===== config.mk =====
export PLATFORM = sky130hd
export DESIGN_NAME = load_store_unit
export DESIGN_NICKNAME = d
export VERILOG_FILES = /design/src/rtl/load_store_unit.sv
export SDC_FILE = /design/constraint.sdc
export NUM_CORES = 1
export LEC_CHECK = 0
export ABC_CLOCK_PERIOD_IN_PS = 7000
export CORE_MARGIN = 2
export CORE_UTILIZATION = 60
export DETAILED_ROUTE_END_ITERATION = 6
export DONT_BUFFER_PORTS = 1
export PLACE_DENSITY = 0.76
export SLEW_MARGIN = 15
export SYNTH_ARGS = -nofsm -noshare
export SYNTH_HDL_FRONTEND = slang
export SYNTH_SLANG_ARGS = --single-unit

===== constraint.sdc =====
create_clock -name clk -period 7 [get_ports clk]
set_input_delay 0.7 -clock clk [delete_from_list [all_inputs] [get_ports clk]]
set_output_delay 0.7 -clock clk [all_outputs]
set_load 0.005 [all_outputs]

===== src/rtl/load_store_unit.sv =====
// load_store_unit: single-outstanding load/store initiator with sub-word RMW and load extension
module load_store_unit (
  input  logic        clk,
  input  logic        rst,
  input  logic        req_valid,
  output logic        req_ready,
  input  logic        req_write,
  input  logic [1:0]  req_size,
  input  logic        req_unsigned,
  input  logic [31:0] req_addr,
  input  logic [31:0] req_wdata,
  output logic        resp_valid,
  output logic [31:0] resp_rdata,
  output logic        resp_error,
  output logic [31:0] mem_address,
  output logic [31:0] mem_wdata,
  output logic        mem_write,
  output logic        mem_read,
  input  logic [31:0] mem_rdata
);
  typedef enum logic [1:0] {IDLE, READ, WRITE, RESP} state_t;
  state_t state, state_nxt;
  logic [31:0] addr_q, wdata_q, rbuf, merged, rdata_ext;
  logic [15:0] lane;
  logic [1:0] size_q;
  logic write_q, uns_q, err_q, req_err;
  assign req_err = req_size == 2'b11 || (req_size == 2'b01 && req_addr[0]) || (req_size == 2'b10 && req_addr[1:0] != 2'b00);
  // state register; reset drops the enables immediately, so an interrupted write never lands
  always_ff @(posedge clk or posedge rst)
    if (rst) state <= IDLE;
    else state <= state_nxt;
  // request latch and read buffer
  always_ff @(posedge clk or posedge rst)
    if (rst) begin
      addr_q  <= '0;
      wdata_q <= '0;
      size_q  <= '0;
      write_q <= 1'b0;
      uns_q   <= 1'b0;
      err_q   <= 1'b0;
      rbuf    <= '0;
    end else if (state == IDLE && req_valid) begin
      addr_q  <= req_addr;
      wdata_q <= req_wdata;
      size_q  <= req_size;
      write_q <= req_write;
      uns_q   <= req_unsigned;
      err_q   <= req_err;
    end else if (state == READ) rbuf <= mem_rdata;
  // next state: errors skip memory, word stores skip the read
  always_comb begin
    state_nxt = state;
    case (state)
      IDLE:  if (req_valid) state_nxt = req_err ? RESP : (!req_write || req_size != 2'b10) ? READ : WRITE;
      READ:  state_nxt = write_q ? WRITE : RESP;
      WRITE: state_nxt = RESP;
      RESP:  state_nxt = IDLE;
    endcase
  end
  // little-endian lane merge of the store payload into the read buffer
  always_comb begin
    merged = rbuf;
    if (size_q == 2'b00) merged[{addr_q[1:0], 3'b000} +: 8] = wdata_q[7:0];
    else if (size_q == 2'b01) merged[{addr_q[1], 4'b0000} +: 16] = wdata_q[15:0];
    else merged = wdata_q;
  end
  // load lane extraction; halfwords are aligned so the byte shift also serves them
  assign lane = 16'(rbuf >> {addr_q[1:0], 3'b000});
  always_comb
    rdata_ext = size_q == 2'b00 ? {{24{~uns_q & lane[7]}}, lane[7:0]} :
                size_q == 2'b01 ? {{16{~uns_q & lane[15]}}, lane} : rbuf;
  // outputs decoded from state; everything idles at zero
  always_comb begin
    req_ready   = state == IDLE;
    mem_read    = state == READ;
    mem_write   = state == WRITE;
    mem_address = (state == READ || state == WRITE) ? {2'b00, addr_q[31:2]} : '0;
    mem_wdata   = state == WRITE ? merged : '0;
    resp_valid  = state == RESP;
    resp_error  = state == RESP && err_q;
    resp_rdata  = (state == RESP && !err_q && !write_q) ? rdata_ext : '0;
  end
endmodule


==> impl_metrics.json, run 1 <==
{
  "outcome": "completed",
  "reg2reg_slack_ps": 4560,
  "power.leakage_nw": 2.658,
  "required_ps": 6300,
  "diodes": 0,
  "min_period_ps": 4517,
  "min-delay-path-class": "input port to asynchronous set/reset pin",
  "areaGrowthSynthToFinish_pct": 3.224,
  "wirelength_mm": 17.15,
  "n_fill_cell": 821,
  "routabilityCongestion": 0.9440,
  "synthArstFlopShare_pct": 100.0,
  "layout-drive-gt1-share_pct": 23.06,
  "grt_setup_unrepaired": "false",
  "dp_hpwl_mm": 12.28,
  "clock_latency_ps": 390,
  "cp-end-kind": "output pin",
  "core-area_sq_um": 10180,
  "grt_pass1_wl_mm": 25.63,
  "remaining_drc_errors": 0,
  "rr_endpoint": "addr_q[17]",
  "dr_total_vias": 4820,
  "slew_headroom_pct": 26.90,
  "dp.cells": 688,
  "synth_top_cell_area_share_pct": 41.51,
  "initial_core_util_pct": 60.97,
  "powerDensity_nw_per_um2": 537.7,
  "cts-root-buf": "clkbuf_8",
  "wl_per_cell_um": 24.36,
  "ys_types": 41,
  "holdWs_ps": 189.3,
  "fin_crit_sh_pct": 64.53,
  "synth_top_area_cell": "dfrtp_1",
  "peakVddDrop_v": 0.0003263,
  "drt_iter0_markers": 428,
  "r2r-start": "state[0]",
  "viasPerCell": 6.847,
  "cts_tree": "yes",
  "die_h_um": 105.7,
  "grt_pass1_vias": 4592,
  "clock_path_buffers": 2,
  "ys_seq_area_share_pct": 41.51,
  "ctsHoldBuffers": 0,
  "ant_nets": 0,
  "fin_setup_tns_ps": 0,
  "synth-main-ff-cell": "dfrtp_1",
  "maxSlewViolCount": 0,
  "drv_cap": 0,
  "io_buffers": 0,
  "max_freq_ghz": 0.2214,
  "syn_avg_cell_area_sq_um": 10.42,
  "final_hold_viol_count": 0,
  "critPathLaunchType": "register",
  "cts_resized": 0,
  "numCtsBuffers": 9,
  "fin_nets": 676,
  "antenna_found_initial": 1,
  "fp-row-count": 37,
  "tightest_slew_ps": 1092,
  "drt-pass1-iter-count": 5,
  "yosys-top-cells-area": "dfrtp_1 42%, mux2_2 19%, mux2i_1 5.0%",
  "post-route-util_pct": 62.94,
  "finalClockSkew_ps": 5.486,
  "syn_area_sq_um": 6210,
  "synth_edf_count": 0,
  "dieArea_sq_um": 11180,
  "crit_arrival_ps": 3820,
  "pin_count": 204,
  "power.total_mw": 3.447,
  "synth_warnings": 0,
  "synthCells": 596,
  "cts_max_level": 3,
  "cp_max_fo": 30,
  "cts.sinks": 103,
  "critPathKind": "register to output pin",
  "regArea_sq_um": 2577,
  "multi_input_area_sq_um": 3361,
  "worstRegToRegCells": 5,
  "finalSetupViolations": 0,
  "gr-usage-all-layers_pct": 30.41,
  "grt_start_max_net_pins": 68,
  "cts.reportedPaths.clkPinSlew_ps": 100,
  "ys_seq_elements": 103,
  "overflow": 0,
  "stdcell_count": 704,
  "postCtsSetupBuffers": 0,
  "fp.dieW_um": 105.7,
  "layout_common_cells": "103 x mux2_2, 103 x dfrtp_1, 38 x a21oi_1"
}
## worst max-delay path by stage
| stage | start | endpoint | slack, ps | cells past startpoint |
|---|---|---|---|---|
| final | addr_q[0] | mem_wdata[18] | 2480 | 5 |
| after global routing | addr_q[0] | mem_wdata[20] | 2300 | 5 |
| after CTS | addr_q[0] | mem_wdata[20] | 2650 | 5 |
| after detailed placement | addr_q[0] | mem_wdata[20] | 3110 | 5 |
| after global placement | addr_q[0] | mem_wdata[20] | 3250 | 5 |
| after floorplan | rst | addr_q[0] | 3600 | 1 |
## flip-flops by register name (all words and copies together) (netlist names)
signal / count
addr_q: 32
size_q: 2
err_q: 1
state: 2
write_q: 1
rbuf: 32
wdata_q: 32
uns_q: 1
## per-layer routing
metal	global-route usage (%)	wire (um)
met5	0	0
met2	48.53	7976
met4	11.75	584
met1	37.47	6513
met3	11.56	2072
## synthesized netlist by cell type (2+ instances only)
library cell / number
dfrtp_1: 103
mux2_2: 103
a21oi_1: 38
o21ai_0: 36
and2_1: 34
clkbuf_1: 31
mux2i_1: 31
nand2_1: 29
a211oi_1: 28
a221oi_1: 27
nor2_1: 17
a311oi_1: 16
nor2b_1: 16
inv_1: 13
ha_1: 10
buf_2: 9
buf_1: 7
and3_1: 6
o21bai_1: 6
o22ai_1: 4
clkinv_1: 3
nand2b_1: 3
nand3b_1: 3
and4_1: 2
buf_4: 2
nand4_1: 2
o211ai_1: 2
or2_2: 2
## report_power, final
group / internal, mW / total [mW] / switching (mW)
Clock: 0.170 / 0.387 / 0.216
Combinational: 0.785 / 1.74 / 0.951
Sequential: 0.899 / 1.32 / 0.425
Total: 1.85 / 3.45 / 1.59
## kinds of logic (layout without fill, tap and decap cells)
| group | Yosys count | after routing | synth area share [%] |
|---|---|---|---|
| flip-flops | 103 | 103 | 41.51 |
| AND/OR/NAND/NOR | 119 | 119 | 10.70 |
| AO/OA/AOI/OAI | 162 | 162 | 17.57 |
| multiplexers | 134 | 134 | 23.68 |
| other | 1 | 2 | 0.06039 |
| adder cells (fa/ha/maj) | 10 | 10 | 2.015 |
| buffers and inverters | 67 | 38 | 4.473 |
## per-stage QoR
| step | worst slack [ps] | cell area [sq um] |
|---|---|---|
| after floorplan | 3596 | 6213 |
| after global placement | 3251 | 6212 |
| after detailed placement | 3107 | 6212 |
| after CTS | 2649 | 6410 |
| after global routing | 2298 | 6410 |
| final | 2483 | 6410 |
## area by class of cell
type / count / area share [%]
Multi-Input combinational cell: 427 / 52.43
Tap cell: 136 / 2.655
Inverter: 17 / 1.035
Clock inverter: 5 / 1.035
Timing Repair Buffer: 5 / 0.5856
Clock buffer: 11 / 2.050
Sequential cell: 103 / 40.21
## critical path, cell delays in order (launching register included)
cell and delay (ps):
dfrtp_1 1000, clkinv_1 610, ha_1 640, nor4b_2 660
a221oi_1 160, a211oi_1 340
Note: power is estimated with default switching activity, not from simulation.
==> run 2, diff against run 1 <==
- ABC_CLOCK_PERIOD_IN_PS: 7000 -> 3800
- CORE_UTILIZATION: 60 -> 58
- clock period: 7 -> 3.8 ns (I/O delays scaled with it)
==> run 2 against run 1 <==
Register-to-register slack got worse by 3100 ps. Clock power rose by 73%. Non-clock buffer count rose by 5. Critical endpoint unchanged. Largest power group unchanged. Flip-flop and latch count did not move. Highest routed layer is now met5. Largest cell class unchanged. Global-route usage fell by 0.18 points. Final area rose by 0.43%. Clock skew rose by 6.6 ps. Hold slack got worse by 160 ps. Wire length rose by 1.0%. Die area rose by 3.3%. First-iteration DRC count rose by 8.2%.
==> impl_metrics.json, run 2 (synthesis results as in run 1) <==
{
  "cts_tree": "yes",
  "max_freq_ghz": 0.3136,
  "cts.reportedPaths.clkPinSlew_ps": 100,
  "multi_input_area_sq_um": 3361,
  "post-route-util_pct": 62.08,
  "final_hold_viol_count": 0,
  "tightest_slew_ps": 1061,
  "n_fill_cell": 867,
  "die_h_um": 107.5,
  "outcome": "completed",
  "critPathLaunchType": "register",
  "core-area_sq_um": 10370,
  "cts_resized": 0,
  "dieArea_sq_um": 11550,
  "powerDensity_nw_per_um2": 985.8,
  "io_buffers": 0,
  "initial_core_util_pct": 59.88,
  "cts.sinks": 103,
  "regArea_sq_um": 2577,
  "min-delay-path-class": "input port to asynchronous set/reset pin",
  "dp.cells": 693,
  "grt_pass1_vias": 4690,
  "wl_per_cell_um": 24.43,
  "fin_nets": 681,
  "wirelength_mm": 17.32,
  "grt_pass1_wl_mm": 26.35,
  "pin_count": 204,
  "postCtsSetupBuffers": 0,
  "cp_max_fo": 11,
  "overflow": 0,
  "cts-root-buf": "clkbuf_8",
  "grt_start_max_net_pins": 72,
  "stdcell_count": 709,
  "fin_crit_sh_pct": 83.92,
  "antenna_found_initial": 1,
  "remaining_drc_errors": 0,
  "clock_latency_ps": 390,
  "finalSetupViolations": 0,
  "layout-drive-gt1-share_pct": 24.08,
  "cts_max_level": 3,
  "required_ps": 3420,
  "min_period_ps": 3189,
  "finalClockSkew_ps": 12.08,
  "gr-usage-all-layers_pct": 30.23,
  "fp.dieW_um": 107.5,
  "areaGrowthSynthToFinish_pct": 3.667,
  "dr_total_vias": 4832,
  "power.leakage_nw": 2.680,
  "cp-end-kind": "output pin",
  "maxSlewViolCount": 0,
  "drt-pass1-iter-count": 7,
  "viasPerCell": 6.815,
  "drv_cap": 0,
  "slew_headroom_pct": 28.94,
  "critPathKind": "register to output pin",
  "drt_iter0_markers": 463,
  "routabilityCongestion": 0.8769,
  "clock_path_buffers": 2,
  "peakVddDrop_v": 0.0006079,
  "largestRegisters": "addr_q x32, rbuf x32, wdata_q x32",
  "fp-row-count": 37,
  "crit_arrival_ps": 2810,
  "layout_common_cells": "103 x mux2_2, 103 x dfrtp_1, 38 x a21oi_1",
  "ctsHoldBuffers": 0,
  "ant_nets": 0,
  "fin_setup_tns_ps": 0,
  "numCtsBuffers": 9,
  "dp_hpwl_mm": 12.58,
  "grt_setup_unrepaired": "false",
  "diodes": 0
}
run 2: cell types whose count changed in the layout (fill, tap and decap cells not counted), sizes merged:
cell,previous run,this run
buf,5,10
bufinv,1,0
clkbuf,11,10
clkinv,4,5
inv,16,17
run 2: final timing paths:
path,startpoint,to,slack (ps),depth (start not counted)
max,addr_q[0],mem_wdata[18],610,5
min,rst,addr_q[4],30,1
max reg2reg,state[0],addr_q[16],1410,5
min reg2reg,addr_q[8],addr_q[8],510,1
max in group asynchronous,rst,rbuf[2],2980,2
min in group clk,mem_rdata[8],rbuf[8],120,2
run 2: worst max-delay path: stages, from the launching register on:
cell and delay [ps]:
dfrtp_1 360, clkinv_1 320, ha_1 600, nor4b_2 630, a221oi_1 170, a211oi_1 330
run 2: where the power goes:
group          internal [mW]  switching (mW)  total (mW)
registers               1.66           0.685        2.34
logic                   1.46            1.87        3.33
clock network          0.265           0.405       0.671
run 2: layout make-up:
type                       instances  area share, %
clock buffer                      10          2.138
clock inverter                     6         0.7775
inverter                          17          1.030
multi-input combinational        427          52.21
sequential                       103          40.04
tap                              136          2.643
timing repair buffer              10          1.166
run 2: layer usage:
layer / vias up / share of wire (%) / track usage, %
met5: - / 0.075 / 0
met4: 2 / 2.8 / 10.26
met3: 44 / 11 / 11.86
met2: 270 / 48 / 49.64
met1: 2382 / 39 / 36.38
li1: 2134 / - / -
run 2: metrics by stage:
step                      hold WS (ps)  power, mW  setup slack (ps)  area (sq um)
final                            29.79      6.346             611.2          6437
after global routing             71.44      6.775             421.6          6437
after CTS                        57.19      6.309             674.9          6437
after detailed placement         487.4      5.626              1114          6250
after global placement           470.3      5.468              1199          6250
after floorplan                  464.3      4.784             716.2          6213
==> RTL change: new RTL, settings of run 1 <==
The 4 states of `state_t` get a Gray code encoding in 2 bits.
--- a/src/rtl/load_store_unit.sv
+++ b/src/rtl/load_store_unit.sv
@@ -18,7 +18,7 @@
   output logic        mem_read,
   input  logic [31:0] mem_rdata
 );
-  typedef enum logic [1:0] {IDLE, READ, WRITE, RESP} state_t;
+  typedef enum logic [1:0] {IDLE = 2'b00, READ = 2'b01, WRITE = 2'b11, RESP = 2'b10} state_t;
   state_t state, state_nxt;
   logic [31:0] addr_q, wdata_q, rbuf, merged, rdata_ext;
   logic [15:0] lane;
Formal check against the unedited RTL: no difference found for any inputs over 10 cycles, from zero or initial values and one cycle with rst high; not proved beyond that.
==> RTL change against run 1 <==
- via count down 3.6%
- largest power group is now registers
- largest cell class unchanged
- worst setup slack gained 0.18 ns
- count of clock-buffer cells in the layout decreased by 2
- routed wire length decreased by 3.0%
- first-iteration DRC count rose by 4.0%
- synthesized area shrank 2.0%
- cell area down 1.5%
- critical path depth is 2 higher
- power down 13%
- clock power increased by 5%
- sequential cell count did not move
- worst hold slack improved by 0.0023 ns
==> RTL change: results (changes against run 1) <==
| Metric | Value |
|---|---|
| Gpl congestion | 0.915 (-3.1%) |
| GRT Util Overall | 0.307 (+0.00307) |
| Max Root-Sink Buffers | 2 (unchanged) |
| Critical Path Start | addr_q[1]$_DFFE_PP0P_ |
| Initial antenna violation count | 2 (+1) |
| Vias in the first global route | 4636 (+0.96%) |
| Largest net degree at the start of global routing | 65 (-4.4%) |
| Vias per cell | 6.74 (-1.5%) |
| FILL cells | 832 (+1.3%) |
| Post-Place Cells | 670 (-2.6%) |
| HPWL Detailed | 12.0 mm (-2.5%) |
| Syn_area_per_cell | 10.5 um^2 (+0.71%) |
| Critical Path Fanout Max | 43 (+43%) |
| Post-Route WL | 16.6 mm (-3.0%) |
| Switching Fraction | 0.450 (-0.0121) |
| Final cell count without fillers | 689 (-2.1%) |
| Post-DP Area | 6100 um^2 (-1.9%) |
| Status | finished, final reports clean |
| R2r setup slk | 4.27 ns (-0.29 ns) |
| Leak pwr | 2.68 nW (+0.81%) |
| Root Driver | clkbuf_8 |
| RR Startpoint | state[0]$_DFFE_PP0P_ |
| Netlist cell types | 43 (+4.9%) |
| Global-route wire length before repair | 26.1 mm (+1.7%) |
| Synth top area cells | dfrtp_1 (42%), mux2_2 (9.1%), mux2_1 (8.7%) |
| Post_cts resized | 0 (unchanged) |
| Number of DRC markers in iteration 0 | 445 (+4.0%) |
| Place WS | 3.11 ns (+0.00438 ns) |
| Clk slew on worst S/H paths | 0.11 ns |
| Seq/Total Area, Yosys | 0.424 (+0.00845) |
| Synth warnings | 0 (unchanged) |
| Post-synth ARST share | 1.00 (unchanged) |
| Nets@finish | 656 (-3.0%) |
| Detailed Routing Iterations Pass 1 | 5 (unchanged) |
| Peak VDD IR | 279 uV (-14%) |
| Later-pin clock latency in the skew report | 0.40 ns |
| PortBufs | 0 (unchanged) |
| Period minus WS final | 4.33 ns (-0.183 ns) |
| CP arrival | 3.63 ns (-0.19 ns) |
| Layout cell share with drive strength beyond 1 | 0.141 (-0.0896) |
| Inserted Clock Buffers | 9 (unchanged) |
| CTS H-tree depth | 3 (unchanged) |
| Post-route clock skew | 0.0129 ns (+0.00741 ns) |
| Worst hold path class | input pin to async pin |
| Synth cell count leaders | dfrtp_1 (103), mux2_2 (49), mux2_1 (47), clkbuf_1 (35), nor2_1 (34) |
| Regs by FF count | addr_q: 32 flops, rbuf: 32 flops, wdata_q: 32 flops |
| Setup bufs post-CTS | 0 (unchanged) |
| Worst-margin pin slew | 1.07 ns (-0.0193 ns) |
| Final non-filler cell area | 6320 um^2 (-1.5%) |
==> RTL change: changes by cell type in the layout (fill, tap and decap cells not counted), moves of 10 or more <==
cell and change:
mux2_2 -54, a211oi_1 -17, nand3_1 +10, nor2_1 +17, o21ai_0 -20, mux2_1 +47, a21o_1 +16, a2111oi_0 +16
a21oi_1 -23
==> RTL change: power by group through the flow <==
stage	clock network [mW]	logic [mW]	registers, mW
floorplan	0	1.13	1.09
global placement	0	1.24	1.27
detailed placement	0	1.29	1.29
CTS	0.411	1.29	1.28
global route	0.434	1.43	1.33
finish	0.405	1.30	1.30
==> RTL change: worst paths after layout <==
kind                       cells past startpoint                      end
setup / recovery                               7            mem_wdata[16]
hold / removal                                 1  wdata_q[19]$_DFFE_PP0P_
setup reg to reg                               3  wdata_q[11]$_DFFE_PP0P_
hold reg to reg                                1   addr_q[28]$_DFFE_PP0P_
max in group asynchronous                      2     state[0]$_DFFE_PP0P_
min in group clk                               2    addr_q[1]$_DFFE_PP0P_
==> RTL change: final cells by class <==
type / count / share of cell area
diodes: 3 / 0.00119
clock buffers: 9 / 0.0196
clock inverters: 7 / 0.0141
inverters: 14 / 0.00872
multi-input cells: 414 / 0.515
flip-flops and latches: 103 / 0.408
well taps: 133 / 0.0263
repair buffers: 6 / 0.00713
==> RTL change: logic make-up after synthesis <==
family / share of synthesized area
adder cells (fa/ha/maj): 0.0103
flip-flops: 0.424
other: 0.000616
buffers and inverters: 0.0444
AO/OA/AOI/OAI: 0.175
multiplexers: 0.222
AND/OR/NAND/NOR: 0.124
==> RTL change: routing by layer <==
layer,up-vias,part of all wire,global-route usage
li1,2092,-,-
met5,-,0,0
met1,2256,0.39,0.374
met4,0,0.034,0.130
met3,45,0.093,0.0967
met2,252,0.49,0.505
==> RTL change: critical path, cell delays in order (launching register included) <==
cell and delay [ns]:
dfrtp_1 0.34, buf_4 0.46, inv_1 0.36, ha_1 0.48
and3b_1 0.19, nor2b_1 0.47, a221oi_1 0.15, a2111oi_0 0.79
==> RTL change: metrics by stage <==
| step | hold slack, ns | power (mW) | util |
|---|---|---|---|
| after floorplan | 0.449 | 2.21 | - |
| final | 0.192 | 3.00 | 0.643 |
| after CTS | 0.198 | 2.98 | 0.642 |
| after detailed placement | 0.469 | 2.58 | 0.621 |
| after global routing | 0.217 | 3.20 | 0.643 |
| after global placement | 0.459 | 2.51 | 0.621 |
